===== src/rtl/sd_req_arbiter.sv =====
// Round-robin arbiter sharing the user_io sector channel between two requesters.
// Optional grant timeout enabled by defining SD_REQ_ARB_TIMEOUT_EN.
module sd_req_arbiter #(
  parameter int unsigned TO_BITS = 24
) (
  input  logic        clk,
  input  logic        reset_n,
  input  logic [1:0]  req_rd,
  input  logic [1:0]  req_wr,
  input  logic [31:0] req_lba0,
  input  logic [31:0] req_lba1,
  input  logic [7:0]  req_din0,
  input  logic [7:0]  req_din1,
  output logic [1:0]  req_ack,
  output logic [1:0]  req_dout_strobe,
  output logic [1:0]  req_din_strobe,
  output logic [1:0]  req_done,
  output logic [1:0]  req_err,
  output logic [31:0] sd_lba,
  output logic        sd_rd,
  output logic        sd_wr,
  output logic [7:0]  sd_din,
  input  logic        sd_ack,
  input  logic        sd_dout_strobe,
  input  logic        sd_din_strobe
);

  typedef enum logic [1:0] {StIdle, StReq, StXfer, StRel} state_e;

  state_e     state_q;
  logic       grant_q;
  logic       last_q;
  logic [1:0] pending;
  logic       win;
  logic       active;

  assign pending = req_rd | req_wr;
  // The requester not served last has priority; otherwise the other one is taken.
  assign win     = pending[~last_q] ? ~last_q : last_q;
  assign active  = (state_q == StReq) || (state_q == StXfer);

`ifdef SD_REQ_ARB_TIMEOUT_EN
  // Timeout fires on the cycle the count would reach 2**TO_BITS-1.
  localparam logic [TO_BITS-1:0] ToLast = {{(TO_BITS-1){1'b1}}, 1'b0};

  logic [TO_BITS-1:0] to_cnt_q;
  logic [1:0]         req_err_q;

  assign req_err = req_err_q;
`else
  logic unused_to_bits;

  assign unused_to_bits = ^TO_BITS;
  assign req_err        = '0;
`endif

  always_ff @(posedge clk) begin
    if (!reset_n) begin
      state_q  <= StIdle;
      grant_q  <= 1'b0;
      last_q   <= 1'b1;
      sd_lba   <= '0;
      sd_rd    <= 1'b0;
      sd_wr    <= 1'b0;
      req_done <= '0;
`ifdef SD_REQ_ARB_TIMEOUT_EN
      to_cnt_q  <= '0;
      req_err_q <= '0;
`endif
    end else begin
      req_done <= '0;
`ifdef SD_REQ_ARB_TIMEOUT_EN
      req_err_q <= '0;
`endif
      unique case (state_q)
        StIdle: begin
          if (|pending) begin
            grant_q <= win;
            sd_lba  <= win ? req_lba1 : req_lba0;
            sd_rd   <= req_rd[win];
            sd_wr   <= ~req_rd[win];
            state_q <= StReq;
`ifdef SD_REQ_ARB_TIMEOUT_EN
            to_cnt_q <= '0;
`endif
          end
        end
        StReq: begin
          if (sd_ack) begin
            sd_rd   <= 1'b0;
            sd_wr   <= 1'b0;
            state_q <= StXfer;
          end
`ifdef SD_REQ_ARB_TIMEOUT_EN
          else if (to_cnt_q == ToLast) begin
            sd_rd              <= 1'b0;
            sd_wr              <= 1'b0;
            req_err_q[grant_q] <= 1'b1;
            last_q             <= grant_q;
            state_q            <= StIdle;
          end else begin
            to_cnt_q <= to_cnt_q + 1'b1;
          end
`endif
        end
        StXfer: begin
          if (!sd_ack) begin
            req_done[grant_q] <= 1'b1;
            state_q           <= StRel;
          end
        end
        StRel: begin
          last_q  <= grant_q;
          state_q <= StIdle;
        end
        default: state_q <= StIdle;
      endcase
    end
  end

  always_comb begin
    req_ack         = '0;
    req_dout_strobe = '0;
    req_din_strobe  = '0;
    sd_din          = '0;
    if (active) begin
      req_ack[grant_q]         = sd_ack;
      req_dout_strobe[grant_q] = sd_dout_strobe;
      req_din_strobe[grant_q]  = sd_din_strobe;
      sd_din                   = grant_q ? req_din1 : req_din0;
    end
  end

endmodule


===== config.mk =====
export PLATFORM = sky130hd
export DESIGN_NAME = sd_req_arbiter
export DESIGN_NICKNAME = d
export VERILOG_FILES = /design/src/rtl/sd_req_arbiter.sv
export SDC_FILE = /design/constraint.sdc
export NUM_CORES = 1
export LEC_CHECK = 0
export BUFFER_PORTS_ARGS = -buffer_cell sky130_fd_sc_hd__buf_2
export CORE_ASPECT_RATIO = 0.5
export CORE_UTILIZATION = 41
export CTS_CLUSTER_SIZE = 25
export DETAILED_ROUTE_END_ITERATION = 10
export PLACE_DENSITY_LB_ADDON = 0.12
export SYNTH_ARGS = -nofsm -noshare
export SYNTH_HDL_FRONTEND = slang
export SYNTH_SLANG_ARGS = --single-unit

===== constraint.sdc =====
create_clock -name clk -period 3.6 [get_ports clk]
set_clock_uncertainty 0.1 [all_clocks]
set_input_delay 0.18 -clock clk [delete_from_list [all_inputs] [get_ports clk]]
set_output_delay 0.18 -clock clk [all_outputs]
set_load 0.005 [all_outputs]

==> impl_results.md <==
- Status: complete, no violations
- Area after DPL: approximately 2700 sq um
- Post-synthesis cell count: 253
- GRT overflow: 0
- CP max stage cell: nor2b_4
- Crit path max fanout: 40
- Reg clk slew, reported paths: around 80 ps
- Hold path cells: 3
- Worst r2r src: state_q[0]$_SDFFE_PN0P_
- Pin count of the biggest net entering global routing: 42
- Min Tclk post-route: 2290 ps
- Global-route usage over all layers: ~20%
- Top FF cell, synth: dfxtp_1
- Core box area: between 4000 and 5000 sq um
- PwrDens: between 600 and 700 nW/um^2
- VDD IR-drop max: 0.286 mV
- Root Buffer: clkbuf_8
- Row Count: 17
- Avg Cell Area, Syn: 8.08 sq um
- Initial DRC count: 51
- Yosys top cell by area: dfxtp_1
- DP Cell Count: approximately 440
- N_diodes: 0
- Post-synth ARST share: 0%
- Min Hold Slack: 46.7 ps
- Hold Fails Final Rpt: 0
- DIE AREA: about 5300 sq um
- Netlist cell types: 33
- Top cell type's share of synthesized area: between 30% and 40%
- H-tree Lvls: 2
- Gp weighted congestion: 0.721
- Fin crit share: 63.7%
- First-pass DRT Iterations: 4
- R2R depth: 6
- DR vias: 2251
- First-pass GRT wire length: around 8300 um
- Min-delay src: req_lba0[31]
- Largest cells by area after synthesis: dfxtp_1 (39%), nand2_1 (13%), a31oi_1 (8.3%), o21ai_1 (6.1%), mux2i_1 (4.4%)
- Synth Cell Area: approximately 2000 sq um
- Worst Max-Slew Pin Slew: ~840 ps
- Setup violators final: 0
- Hold_buf cts: 0
- Crit path DAT: roughly 2400 ps
- DRC errors left: 0
- CTS Buf Count: 5
- Via count of the first global-routing pass: 1925
- CP peak stage delay: between 700 and 800 ps
- Worst hold endpoint: sd_lba[31]$_SDFFE_PN0P_
- Sequential area share after synthesis: 39.2%
- RSZ-0062 raised after global routing: false
- I/O Pins: 141
- #FFs+latches synth: 40
- Most common cell in the netlist: nand2_1
- P&R area growth vs syn: 37.0%
- Fraction of layout cells with a size suffix above 1: 41.2%
- Dpl hpwl: slightly above 4000 um
- Fin nets: around 470
- Non-filler cells, final: around 450
- Max_cap viols: 0
- RR Endpoint: sd_wr$_SDFFE_PN0P_
- LEAKAGE: about 1.4 nW
- Clock Sinks: 40
- Maximum root-to-sink buffer count: 2
- Crit end category: flip-flop
- CP Launch Type: flip-flop
- PortBufs: ~140
- Post-CTS Setup Bufs: 0
- Worst min path class: input port to flip-flop
- Post-synth EDFFs: 0
- Post-route ant nets: 0
- Kind of critical path: flip-flop to flip-flop
- Max Clk Rate: between 400 and 500 MHz
- Critical Path RT: about 3700 ps
- Max Transition Viols Final: 0
- Post-cts resize count: 0
- Drt total wl: between 5000 and 6000 um
- Finished Cell Area: about 2800 sq um
- Worst skew pair latency: 280 ps
- Yosys warnings: 0
- R2r setup slk: approximately 1300 ps
- Die width: between 100 and 150 um
- CTS tree: yes
- DR WL/cell: ~12 um
- Vias per inst: 5.06
- Worst-path cell chain: inv_1 -> ha_1 -> nor2b_4 -> buf_4 -> nand2_1 -> o2bb2ai_1
- Most frequent cells after synthesis: nand2_1 (69), dfxtp_1 (40), a31oi_1 (27)
- Die H: between 50 and 60 um
- Initial antenna violation count: 0
- Post-route setup TNS: 0 ps
- Max_slew headroom: a little over two fifths
- Initial Utilization: 44.5%
- Layout Utilization: around 61%
power breakdown:
group          total, mW  internal [mW]  switching [mW]  leakage (nW)
registers          0.713          0.605           0.108         0.332
clock network      0.276          0.132           0.144        0.0410
logic              0.881          0.408           0.472          1.03
total               1.87           1.15           0.725          1.41
worst max-delay path, delay by kind of cell, from the launching register on:
kind            cells  cell delay (ps)
simple gates        2              820
buf+inv             2              530
flops               1              340
fa+ha+maj           1              210
compound gates      1              200
routing by layer:
metal	vias up	share of wire, %	wire [um]	track usage [%]
li1	1130	-	-	-
met2	93	50	2700	37.7
met5	-	0	0	0
met4	0	1.0	55	6.43
met3	6	7.2	392	5.51
met1	1022	42	2280	23.0
cell usage in the layout, fill, tap and decap left out, types with 2 or more instances in the layout:
master and instances:
nand2_1 69, a31oi_2 6, conb_1 2, buf_2 138
o21ai_1 25, and2_1 3, nand2b_1 2, a31oi_1 27
clkbuf_8 5, buf_4 3, and3_1 3, mux2i_1 9
o21ai_0 10, ha_1 5, dfxtp_1 40, nor2b_1 11
inv_1 3, a21oi_1 2
final cells by class:
class	count	area, sq um
multi-input combinational	188	1110
clock buffer	6	72.6
inverter	3	11.3
timing repair buffer	141	713
tap	66	82.6
sequential	40	801
clock inverter	1	5.00
fill	431	1790
registers in the layout, summed over array words and instances (netlist names):
name,count
req_done,2
grant_q,1
state_q,2
sd_rd,1
sd_wr,1
sd_lba,32
last_q,1
cells by family after synthesis:
kind of cell	after synthesis	synth area share (%)
other cells	1	0.184
simple gates	95	21.6
buf+inv	26	7.23
flops	40	39.2
compound gates	77	24.3
mux	9	4.41
fa+ha+maj	5	3.06
worst max path at each step:
| stage | from | endpoint | cells past startpoint |
|---|---|---|---|
| final | state_q[0]$_SDFFE_PN0P_ | sd_wr$_SDFFE_PN0P_ | 6 |
| after CTS | state_q[0]$_SDFFE_PN0P_ | sd_wr$_SDFFE_PN0P_ | 6 |
| after floorplan | state_q[0]$_SDFFE_PN0P_ | sd_rd$_SDFFE_PN0P_ | 6 |
| after global placement | state_q[0]$_SDFFE_PN0P_ | sd_lba[27]$_SDFFE_PN0P_ | 6 |
| after detailed placement | state_q[0]$_SDFFE_PN0P_ | sd_wr$_SDFFE_PN0P_ | 6 |
| after global routing | state_q[0]$_SDFFE_PN0P_ | sd_wr$_SDFFE_PN0P_ | 6 |
stage by stage:
step | power, mW | worst slack [ps]
floorplan | 1.32 | 2110
global placement | 1.57 | 1460
detailed placement | 1.61 | 1350
CTS | 1.89 | 1330
global route | 2.03 | 1110
finish | 1.87 | 1310
Note: power is estimated with default switching activity, not from simulation.
